File: config.mk
export PLATFORM = sky130hd
export DESIGN_NAME = coeff_mult_stage
export DESIGN_NICKNAME = d
export VERILOG_FILES = /design/src/rtl/coeff_mult_stage.sv
export SDC_FILE = /design/constraint.sdc
export NUM_CORES = 1
export LEC_CHECK = 0
export CORE_ASPECT_RATIO = 1.1
export CORE_MARGIN = 2
export CORE_UTILIZATION = 35
export CTS_CLUSTER_DIAMETER = 40
export CTS_CLUSTER_SIZE = 10
export DETAILED_ROUTE_END_ITERATION = 10
export HOLD_SLACK_MARGIN = 0.1
export PLACE_DENSITY = 0.64
export SLEW_MARGIN = 20
export SYNTH_ARGS = -nofsm -noshare
export SYNTH_HDL_FRONTEND = slang
export SYNTH_SLANG_ARGS = --single-unit
File: constraint.sdc
create_clock -name clk -period 6 [get_ports clk]
set_input_delay 1.5 -clock clk [delete_from_list [all_inputs] [get_ports clk]]
set_output_delay 1.5 -clock clk [all_outputs]
set_load 0.005 [all_outputs]
File: src/rtl/coeff_mult_stage.sv
// coeff_mult_stage: pipelined 12x12 coefficient multiplier feeding modular_reduce,
// with output backpressure, sticky operand range check and an issued-product counter.
module coeff_mult_stage #(
    parameter  int unsigned LATENCY = 2,
    parameter  int unsigned Q       = 3329,
    parameter  int unsigned CNT_W   = 16,
    localparam int unsigned CW      = 12,
    localparam int unsigned PW      = 2 * CW
) (
    input  logic             clk,
    input  logic             rst_n,
    input  logic             valid_i,
    output logic             ready_o,
    input  logic [CW-1:0]    a_i,
    input  logic [CW-1:0]    b_i,
    output logic             valid_o,
    input  logic             ready_i,
    output logic [PW-1:0]    product_o,
    output logic             range_err_o,
    input  logic             clr_i,
    output logic [CNT_W-1:0] issued_o
);

    localparam logic [CW-1:0] Q_LIM = CW'(Q);

    logic stall;
    logic accept;
    logic handoff;
    logic out_of_range;

    // Whole pipe freezes while the output is blocked; bubbles are not squeezed out.
    assign stall        = valid_o && !ready_i;
    assign ready_o      = !stall;
    assign accept       = valid_i && ready_o;
    assign handoff      = valid_o && ready_i;
    assign out_of_range = (a_i >= Q_LIM) || (b_i >= Q_LIM);

    if (LATENCY == 1) begin : g_lat1
        logic          vld_q;
        logic [PW-1:0] prod_q;

        always_ff @(posedge clk or negedge rst_n) begin
            if (!rst_n) begin
                vld_q  <= 1'b0;
                prod_q <= '0;
            end else if (!stall) begin
                vld_q  <= valid_i;
                prod_q <= PW'(a_i) * PW'(b_i);
            end
        end

        assign valid_o   = vld_q;
        assign product_o = prod_q;
    end else begin : g_latn
        logic                     s1_vld;
        logic [CW-1:0]            s1_a;
        logic [CW-1:0]            s1_b;
        logic [LATENCY:2]         vld_q;
        logic [LATENCY:2][PW-1:0] prod_q;

        // Stage 1 holds operands, stage 2 the product, later stages are plain delay.
        always_ff @(posedge clk or negedge rst_n) begin
            if (!rst_n) begin
                s1_vld <= 1'b0;
                s1_a   <= '0;
                s1_b   <= '0;
                vld_q  <= '0;
                prod_q <= '0;
            end else if (!stall) begin
                s1_vld    <= valid_i;
                s1_a      <= a_i;
                s1_b      <= b_i;
                vld_q[2]  <= s1_vld;
                prod_q[2] <= PW'(s1_a) * PW'(s1_b);
                for (int k = LATENCY; k > 2; k--) begin
                    vld_q[k]  <= vld_q[k-1];
                    prod_q[k] <= prod_q[k-1];
                end
            end
        end

        assign valid_o   = vld_q[LATENCY];
        assign product_o = prod_q[LATENCY];
    end

    // Sticky range flag; a clear in the same cycle as a new error wins.
    always_ff @(posedge clk or negedge rst_n) begin
        if (!rst_n) begin
            range_err_o <= 1'b0;
        end else if (clr_i) begin
            range_err_o <= 1'b0;
        end else if (accept && out_of_range) begin
            range_err_o <= 1'b1;
        end
    end

    // Hand-off counter wraps silently; clear beats a simultaneous increment.
    always_ff @(posedge clk or negedge rst_n) begin
        if (!rst_n) begin
            issued_o <= '0;
        end else if (clr_i) begin
            issued_o <= '0;
        end else if (handoff) begin
            issued_o <= issued_o + CNT_W'(1);
        end
    end

endmodule

### Yosys cells after proc, flatten, opt, wreduce, memory -nomap -nowiden

Cells that the tools add are included.

* register bits: 67
* input bits: 29
* output and inout bits: 43
* word-level logic and storage cells: 24

* add/subtract/negate cells: 1
* multiply operators: 1
* magnitude comparators: 2
* mux-type cells: 4
* reductions and logical operators: 9

Operator list (number)
* 2-to-1 mux 16 bit: 2
* greater-or-equal comparator 12 bit (second input constant): 2
* multiplier 12 x 12 -> 24 bit: 1
* adder 16 x 1 -> 16 bit (second input constant): 1
* logical AND 1 bit: 4
* nonzero test 2 bit: 2
* logical NOT 1 bit: 2
* 2-to-1 mux 1 bit: 2
* logical OR 1 bit: 1

### Depth between registers and ports, before layout

Gate-level depths: netlist of the first run.

* depth in word-level cells: 7
* depth in mapped cells: 20
* depth with buffers taken out: 18

### Worst setup path after synthesis of the first run

OpenSTA, ideal clock, no wires.

* path type: reg-to-reg
* start point: reg g_latn.s1_b[8]
* end point: reg g_latn.prod_q (netlist bit product_o[20])
* setup time: 0.080 ns
* arrival: 4.945 ns
* required time: 5.920 ns
* slack: 0.975 ns
* cell stages (with the launch flop): 19
* buffers on the path: 1
* clock period less this slack: 5.025 ns
* cell sequence: dfrtp_1 > clkbuf_1 > and2_1 > fa_1 > inv_1 > fa_1 > inv_1 > fa_1 > fa_1 > inv_1 > fa_1 > inv_1 > ha_1 > a21o_1 > o32ai_2 > a21oi_2 > a221o_1 > and3b_1 > nor3_2

* cells in the longest elaborated chain, start to end: 1

RTL lines
* from (decl): RTL line 57 `logic [CW-1:0] s1_b;`
* from (signal assigned): RTL line 72 `s1_b <= b_i;`
* multiplier 12 x 12 -> 24 bit: RTL line 74 `prod_q[2] <= PW'(s1_a) * PW'(s1_b);`
* to (signal, indexed assignment): RTL line 77 `prod_q[k] <= prod_q[k-1];`
* to (decl): RTL line 59 `logic [LATENCY:2][PW-1:0] prod_q;`

No other way between the ends.
A chain may end at the register's enable or synchronous reset.

### Final worst setup path of the first run

Ends and elaborated chain as after synthesis.

==> results.md, run 1 <==
* Worst setup SP type: register
* Final net count at 1104
* Setup crit end kind: register
* P&R area growth vs syn at 16.5%
* Grt ovf at 0
* Placeable Area at 21200 µm²
* Synth area leaders: fa_1 27%, dfrtp_1 22%, ha_1 10%, nand2_1 10%, inv_1 6.7%
* DRC viols at 0
* CP required at 6270 ps
* Vias after detailed routing at 5776
* I/O Buffers at 71
* Die area at 22700 µm²
* Vias in the first global route at 6050
* # diodes at 0
* Hold Crit Class: reg2reg
* Endpoints failing hold at 0
* Gp weighted congestion at 0.845
* CTS tree: done
* Clk slew on worst S/H paths at 60 ps
* Number of flops mapped to enable cells by yosys at 0
* Fraction of layout cells with a size suffix above 1 at 4.14%
* Antenna Violating Nets Remaining at 0
* Synth top area share at 26.6%
* R2r worst-path depth at 17
* FP Rows at 56
* Max Freq at 185 MHz
* Unrepaired setup endpoints after global routing: no
* Clk buf depth at 2
* Worst path slowest cell: fa_1
* First-pass GRT wire length at 30.4 mm
* Synth Net Count at 1056
* CP Max Fanout at 13
* Fin crit share at 90.3%
* Critical path type: reg2reg
* Num CTS Buffers at 9
* Drt via density at 4.79
* DR WL/cell at 14.7 µm
* Most frequent cell after synthesis: nand2_1
* Clock sinks at 67
* Initial DRC count at 226
* Post-CTS Setup Bufs at 0
* Placed cell area at 8480 µm²
* Total GRT Usage at 17.0%
* Detailed Routing Iterations Pass 1 at 5
* Tmin final at 5420 ps
* Post-synthesis instance area at 7520 µm²
* Die extent in y at 158 µm
* Cts repair resizes at 0
* Worst-margin pin slew at 805 ps
* Fraction of registers with async set/reset at 100%
* Critical path arrival at 5690 ps
* Total Routed Length at 17.8 mm
* CP dominant cell by count: fa_1
* Clock Latency Late Sink at 350 ps
* CP Launch Point: g_latn.s1_b[8]
* H-tree depth at 3
* Post-synth top cells: 208 x nand2_1, 135 x inv_1, 100 x fa_1
* Area leader, netlist: fa_1
* Synth Register Bits at 67
* Post-synth top flop: dfrtp_1
* Seq/Total Area, Yosys at 22.3%
* Worst hold path depth at 2
* Setup tns final at 0 ps
* Root Driver: clkbuf_16
* Status: finished clean
* Cell chain of the critical path: and2_1 -> fa_1 -> inv_1 -> fa_1 -> inv_1 -> fa_1 -> fa_1 -> inv_1 -> fa_1 -> inv_1 -> ha_1 -> a21o_1 -> nor3_1 -> a21oi_2 -> a221o_1 -> and3b_1 -> nor3_2
* Die extent in x at 144 µm
* Max-cap violations at 0
* Dpl hpwl at 14.0 mm
* Mean Syn Cell Area at 8.71 µm²
* Mapped Cells at 864
* Initial antenna violation count at 0
* Max-slew violation count at 0
* Slowest Stage Delay on Critical Path at 570 ps
* Synth unique cells at 56
* Reg-to-reg setup timing slack at 580 ps
* Layout Skew at 8.58 ps
* Post-CTS Hold Buffers at 0
* Post-route cell area at 8760 µm²
* FF-to-FF End: product_o[20]
* Yosys Warn Count at 0
* Top Ports at 72
* Rel. slew slack at 46.3%
* Largest net degree at the start of global routing at 61
* Initial Util at 35.4%
* Worst Setup EP: product_o[20]
* RR Startpoint: g_latn.s1_b[8]
* Final setup viols at 0
layout make-up:
cell class	instances	area (µm²)
tap	290	363
sequential	67	1680
clock buffer	10	239
multi-input combinational	620	5170
fill	2128	12500
inverter	136	510
timing repair buffer	78	758
clock inverter	6	41.3
registers in the layout, indices dropped and copies added (netlist names):
signal / cells
g_latn.s1_b: 12
g_latn.s1_vld: 1
product_o: 24
range_err_o: 1
valid_o: 1
g_latn.s1_a: 12
issued_o: 16
through the flow:
stage               hold slack [ps]  utilization (%)  setup slack [ps]  cells
floorplan                       435                -               975    864
global placement                452             40.0               602   1191
detailed placement              458             40.0               587   1191
CTS                             471             41.3               565   1207
global route                    490             41.3               255   1207
finish                          465             41.3               582   1207
worst max-delay path: cells and delay by family (launching register included):
family | cells | cell delay [ps]
flip-flops | 1 | 540
AND/OR/NAND/NOR | 4 | 770
adder cells (fa/ha/maj) | 6 | 3040
buffers and inverters | 4 | 220
AO/OA/AOI/OAI | 3 | 770
how the worst min path moves through the flow:
| stage | endpoint | slack (ps) | start |
|---|---|---|---|
| final | product_o[0] | 460 | product_o[0] |
| after CTS | product_o[0] | 470 | product_o[0] |
| after detailed placement | valid_o | 460 | g_latn.s1_vld |
| after global routing | product_o[4] | 490 | product_o[4] |
| after global placement | product_o[0] | 450 | product_o[0] |
| after floorplan | valid_o | 430 | g_latn.s1_vld |
routing by layer:
layer	vias up	GRT usage [%]	part of all wire, %
met5	-	0	0
met4	0	6.30	2.4
met3	25	3.33	4.5
met2	127	28.6	48
met1	2863	21.8	45
li1	2761	-	-
cell usage in the layout, fill, tap and decap left out, drive strengths merged, types with 6 or more instances in the layout:
master / instances
ha: 63
nor2: 36
nor3: 8
clkinv: 6
nand2: 208
buf: 8
and2: 60
clkdlybuf4s50: 70
a21o: 9
nand4: 7
dfrtp: 67
xor2: 16
fa: 100
xnor2: 9
inv: 136
o21ai: 12
and3: 6
clkbuf: 10
a21oi: 28
nand3: 6
cell families (layout without fill, tap and decap cells):
family | Yosys count | after routing | synth area share [%]
AND/OR/NAND/NOR | 352 | 352 | 21.4
buffers and inverters | 177 | 230 | 9.05
adder cells (fa/ha/maj) | 163 | 163 | 37.1
AO/OA/AOI/OAI | 80 | 80 | 7.28
flip-flops | 67 | 67 | 22.3
XOR/XNOR | 25 | 25 | 2.91
Power of run 1 is not shown: default switching activity piles up to over one toggle a cycle in this logic, so the estimate is an artifact.
==> run 2, diff against run 1 <==
REMOVE_ABC_BUFFERS = 1   (was not set)
==> run 2 against run 1 <==
- critical path depth shrank 3
- via count fell by 0.64%
- core utilization hardly changed
- design area about the same
- final cell count shrank 0.25%
- fmax grew 0.42%
- first-iteration DRC count grew 20%
- clock skew grew 2.7 ps
- sequential share of layout area is essentially flat
- routed wire length is 5.3% lower
- global-route usage decreased by 1.2 points
- register-to-register slack improved by 20 ps
- critical endpoint is now product_o[23]
- largest cell class unchanged
==> results.md, run 2 (synthesis gave the netlist of run 1 again) <==
* Detailed Routing Iterations Pass 1 at 4 (-1)
* Worst path slowest cell: dfrtp_1
* Fin crit share at 89.9% (-0.38 points)
* Most common cell after layout, fill and taps aside: nand2_1
* Initial antenna violation count at 0 (unchanged)
* Clock Latency Late Sink at 350 ps (about the same)
* Clk buf depth at 2 (unchanged)
* Worst setup SP type: register
* DR WL/cell at 14.0 µm (-5.1%)
* Tmin final at 5400 ps (-22.9 ps)
* Initial DRC count at 272 (+20%)
* Setup slack after layout at 605 ps (+22.9 ps)
* Setup crit end kind: register
* Drt via density at 4.77 (-0.39%)
* Rel. slew slack at 39.7% (-6.6 points)
* Gp weighted congestion at 0.872 (+3.1%)
* Antenna Violating Nets Remaining at 0 (unchanged)
* Placeable Area at 21200 µm² (unchanged)
* H-tree depth at 3 (unchanged)
* Initial Util at 35.4% (unchanged)
* Total Routed Length at 16.8 mm (-5.3%)
* Vias after detailed routing at 5739 (-0.64%)
* CP Max Fanout at 13 (unchanged)
* Worst-margin pin slew at 904 ps (+99.3 ps)
* Most frequent cells in the layout: 208 x nand2_1, 135 x inv_1, 100 x fa_1, 70 x clkdlybuf4s50_1, 67 x dfrtp_1
* Dpl hpwl at 13.1 mm (-6.2%)
* Post-route cell area at 8770 µm² (about the same)
* FP Rows at 56 (unchanged)
* Critical path arrival at 5660 ps (-30 ps)
* I/O Buffers at 71 (unchanged)
* Grt ovf at 0 (unchanged)
* Clk slew on worst S/H paths at 70 ps (about the same)
* CP required at 6260 ps (about the same)
* Vias in the first global route at 5860 (-3.1%)
* Placed cell area at 8460 µm² (-0.27%)
* Largest net degree at the start of global routing at 68 (+11%)
* Root Driver: clkbuf_16
* Clock sinks at 67 (unchanged)
* Max reg flops at 24 (unchanged)
* # diodes at 0 (unchanged)
* Layout Skew at 11.3 ps (+2.72 ps)
* Hold Crit Class: reg2reg
* Top Ports at 72 (unchanged)
* Endpoints failing hold at 0 (unchanged)
* Final Util at 41.3% (about the same)
* Post-CTS Hold Buffers at 0 (unchanged)
* Pre-CTS WS at 630 ps (+42.3 ps)
* Post-CTS Setup Bufs at 0 (unchanged)
* Unrepaired setup endpoints after global routing: no
* Num CTS Buffers at 9 (unchanged)
* Max-cap violations at 0 (unchanged)
* CTS tree: done
* Die extent in x at 144 µm (unchanged)
* Final setup viols at 0 (unchanged)
* P&R area growth vs syn at 16.5% (about the same)
* Slowest Stage Delay on Critical Path at 550 ps (-20 ps)
* Fraction of layout cells with a size suffix above 1 at 3.83% (-0.31 points)
* Max-slew violation count at 0 (unchanged)
* Critical path type: reg2reg
* Status: finished clean
* First-pass GRT wire length at 28.3 mm (-6.8%)
* Die area at 22700 µm² (unchanged)
* Die extent in y at 158 µm (unchanged)
* Cell chain of the critical path: and2_1 -> fa_1 -> fa_1 -> fa_1 -> fa_1 -> inv_1 -> fa_1 -> inv_1 -> ha_1 -> and3_4 -> a311o_1 -> o21ai_0 -> a21oi_1 -> o31ai_1
* DRC viols at 0 (unchanged)
* Final net count at 1101 (-0.27%)
* Total GRT Usage at 15.9% (-1.2 points)
* Setup tns final at 0 ps (unchanged)
* CP dominant cell by count: fa_1
* Cts repair resizes at 0 (unchanged)
* Max Freq at 185 MHz (+0.42%)
[run 2: changes by cell type in the layout (fill, tap and decap cells not counted)]
cell,change
inv_6,+2
clkbuf_8,-1
inv_8,+1
clkinvlp_4,+1
clkinv_2,-3
clkinv_4,-1
bufinv_16,+1
buf_4,-3
[run 2: cell type report]
| class | instances | area [µm²] |
|---|---|---|
| clock buffers | 9 | 225 |
| clock inverters | 7 | 83.8 |
| fillers | 2118 | 12500 |
| inverters | 136 | 510 |
| multi-input cells | 620 | 5170 |
| flip-flops and latches | 67 | 1680 |
| well taps | 290 | 363 |
| repair buffers | 75 | 736 |
[run 2: path summary, 6_finish.rpt]
kind,to,slack (ps),depth (start not counted),from
worst max-delay path,product_o[23],600,14,g_latn.s1_a[2]
worst min-delay path,product_o[0],470,2,product_o[0]
worst max register to register,product_o[23],600,14,g_latn.s1_a[2]
worst min register to register,product_o[0],470,2,product_o[0]
max in group asynchronous,g_latn.s1_a[9],4040,2,rst_n
min in group asynchronous,product_o[17],1340,2,rst_n
[run 2: critical path: cells and delay by family, from the launching register on]
family	cells	cell delay [ps]
and+or+nand+nor	2	500
AOI/OAI and AO/OA	4	1120
DFF	1	550
buffers and inverters	2	90
adders and majority gates	6	3050
[run 2: routing by layer]
layer,vias to the layer above,wire length [µm],global-route usage (%)
met5,-,0,0
met4,0,273,4.81
met3,19,505,2.81
met2,89,8630,27.6
met1,2870,7400,20.1
li1,2761,-,-
[run 2: through the flow]
| stage | hold WS [ps] | cells |
|---|---|---|
| floorplan | 435 | 823 |
| global placement | 443 | 1188 |
| detailed placement | 455 | 1188 |
| CTS | 472 | 1204 |
| global route | 491 | 1204 |
| finish | 468 | 1204 |
Power of run 2 is left out for the same reason.
==> run 3, diff against run 2 <==
CORE_UTILIZATION = 30   (was 35)
PLACE_DENSITY = 0.58   (was 0.64)
==> run 3 against run 2 <==
- core utilization down 5.5 points
- first-iteration DRC count down 18%
- die area up 16%
- final cell count up 1.7%
- count of clock-buffer cells in the layout unchanged
- largest cell class unchanged
==> results.md, run 3 (synthesis gave the netlist of run 1 again) <==
* Setup tns final at 0 ps (unchanged)
* Fin crit share at 90.0% (about the same)
* Largest net degree at the start of global routing at 61 (-10%)
* I/O Buffers at 71 (unchanged)
* Setup slack after layout at 602 ps (-3.19 ps)
* Final setup viols at 0 (unchanged)
* Die extent in x at 155 µm (+7.8%)
* Cts repair resizes at 0 (unchanged)
* Gp weighted congestion at 0.833 (-4.5%)
* Endpoints failing hold at 0 (unchanged)
* Dpl hpwl at 13.7 mm (+4.5%)
* CP Max Fanout at 13 (unchanged)
* Worst setup SP type: register
* Die extent in y at 170 µm (+7.8%)
* Max-slew violation count at 0 (unchanged)
* Top Ports at 72 (unchanged)
* Pre-CTS WS at 610 ps (-19.4 ps)
* Fraction of layout cells with a size suffix above 1 at 3.93% (+0.11 points)
* Layout Skew at 7.19 ps (-4.10 ps)
* Antenna Violating Nets Remaining at 0 (unchanged)
* First-pass GRT wire length at 28.8 mm (+1.7%)
* Root Driver: clkbuf_16
* Clk slew on worst S/H paths at 60 ps (about the same)
* FP Rows at 60 (+7.1%)
* Drt via density at 4.64 (-2.7%)
* CP required at 6260 ps (about the same)
* Hold Crit Class: reg2reg
* # diodes at 0 (unchanged)
* Detailed Routing Iterations Pass 1 at 5 (+1)
* Clk buf depth at 2 (unchanged)
* Post-CTS Setup Bufs at 0 (unchanged)
* Critical path type: reg2reg
* Tmin final at 5400 ps (+3.19 ps)
* Num CTS Buffers at 9 (unchanged)
* Worst hold path depth at 1 (-1)
* Status: finished clean
* Max-cap violations at 0 (unchanged)
* Critical path arrival at 5650 ps (about the same)
* Total GRT Usage at 13.8% (-2.0 points)
* Max reg flops at 24 (unchanged)
* Most common cell after layout, fill and taps aside: nand2_1
* Die area at 26400 µm² (+16%)
* CTS tree: done
* Rel. slew slack at 42.8% (+3.1 points)
* Vias in the first global route at 5739 (-2.1%)
* Unrepaired setup endpoints after global routing: no
* DR WL/cell at 14.3 µm (+2.3%)
* Vias after detailed routing at 5684 (-0.96%)
* Setup crit end kind: register
* H-tree depth at 3 (unchanged)
* Placeable Area at 24500 µm² (+16%)
* Final net count at 1102 (+0.091%)
* P&R area growth vs syn at 17.0%
* Clock sinks at 67 (unchanged)
* Total Routed Length at 17.5 mm (+4.1%)
* Max Freq at 185 MHz (about the same)
* Initial Util at 30.7% (-4.8 points)
* Most frequent cells in the layout: 208 x nand2_1, 135 x inv_1, 100 x fa_1, 70 x clkdlybuf4s50_1, 67 x dfrtp_1
* Clock Latency Late Sink at 350 ps (about the same)
* R2r worst-path depth at 14 (unchanged)
* Grt ovf at 0 (unchanged)
* Post-CTS Hold Buffers at 0 (unchanged)
* Worst-margin pin slew at 850 ps (-54.5 ps)
* DRC viols at 0 (unchanged)
* Initial antenna violation count at 0 (unchanged)
* Initial DRC count at 223 (-18%)
[run 3: per-layer routing]
metal / part of all wire [%] / track usage [%] / vias to the layer above
li1: - / - / 2771
met4: 1.5 / 3.82 / 0
met5: 0 / 0 / -
met2: 51 / 24.3 / 103
met1: 43 / 17.2 / 2792
met3: 4.3 / 2.80 / 18
[run 3: critical path, stage by stage, from the launching register on]
cell     delay [ps]
dfrtp_1         640
and2_1          210
fa_1            440
fa_1            540
fa_1            550
fa_1            560
inv_1            60
fa_1            520
inv_1            40
ha_1            400
and3_4          230
a311o_1         390
o21ai_0         370
a21oi_1         130
o31ai_1         230
[run 3: stage by stage]
step,util (%),instances,hold WS (ps),area [µm²]
2_1_floorplan,-,823,435,7350
3_3_place_gp,34.6,1209,443,8500
3_5_place_dp,34.6,1209,455,8500
4_1_cts,35.9,1225,472,8800
5_1_grt,35.9,1225,500,8800
6_report,35.9,1225,464,8800
[run 3: cell type report]
| type | count | area (µm²) |
|---|---|---|
| fillers | 2519 | 15700 |
| multi-input cells | 620 | 5170 |
| flip-flops and latches | 67 | 1680 |
| repair buffers | 76 | 746 |
| inverters | 136 | 510 |
| well taps | 310 | 388 |
| clock buffers | 9 | 225 |
| clock inverters | 7 | 81.3 |
[run 3: path summary, 6_finish.rpt]
kind                                 from             end  slack [ps]
max reg2reg                g_latn.s1_b[9]   product_o[23]         600
max                        g_latn.s1_b[9]   product_o[23]         600
min reg2reg                 g_latn.s1_vld         valid_o         460
max in group asynchronous           rst_n  g_latn.s1_b[9]        4020
min                         g_latn.s1_vld         valid_o         460
min in group asynchronous           rst_n   product_o[11]        1040
Power of run 3 is left out for the same reason.
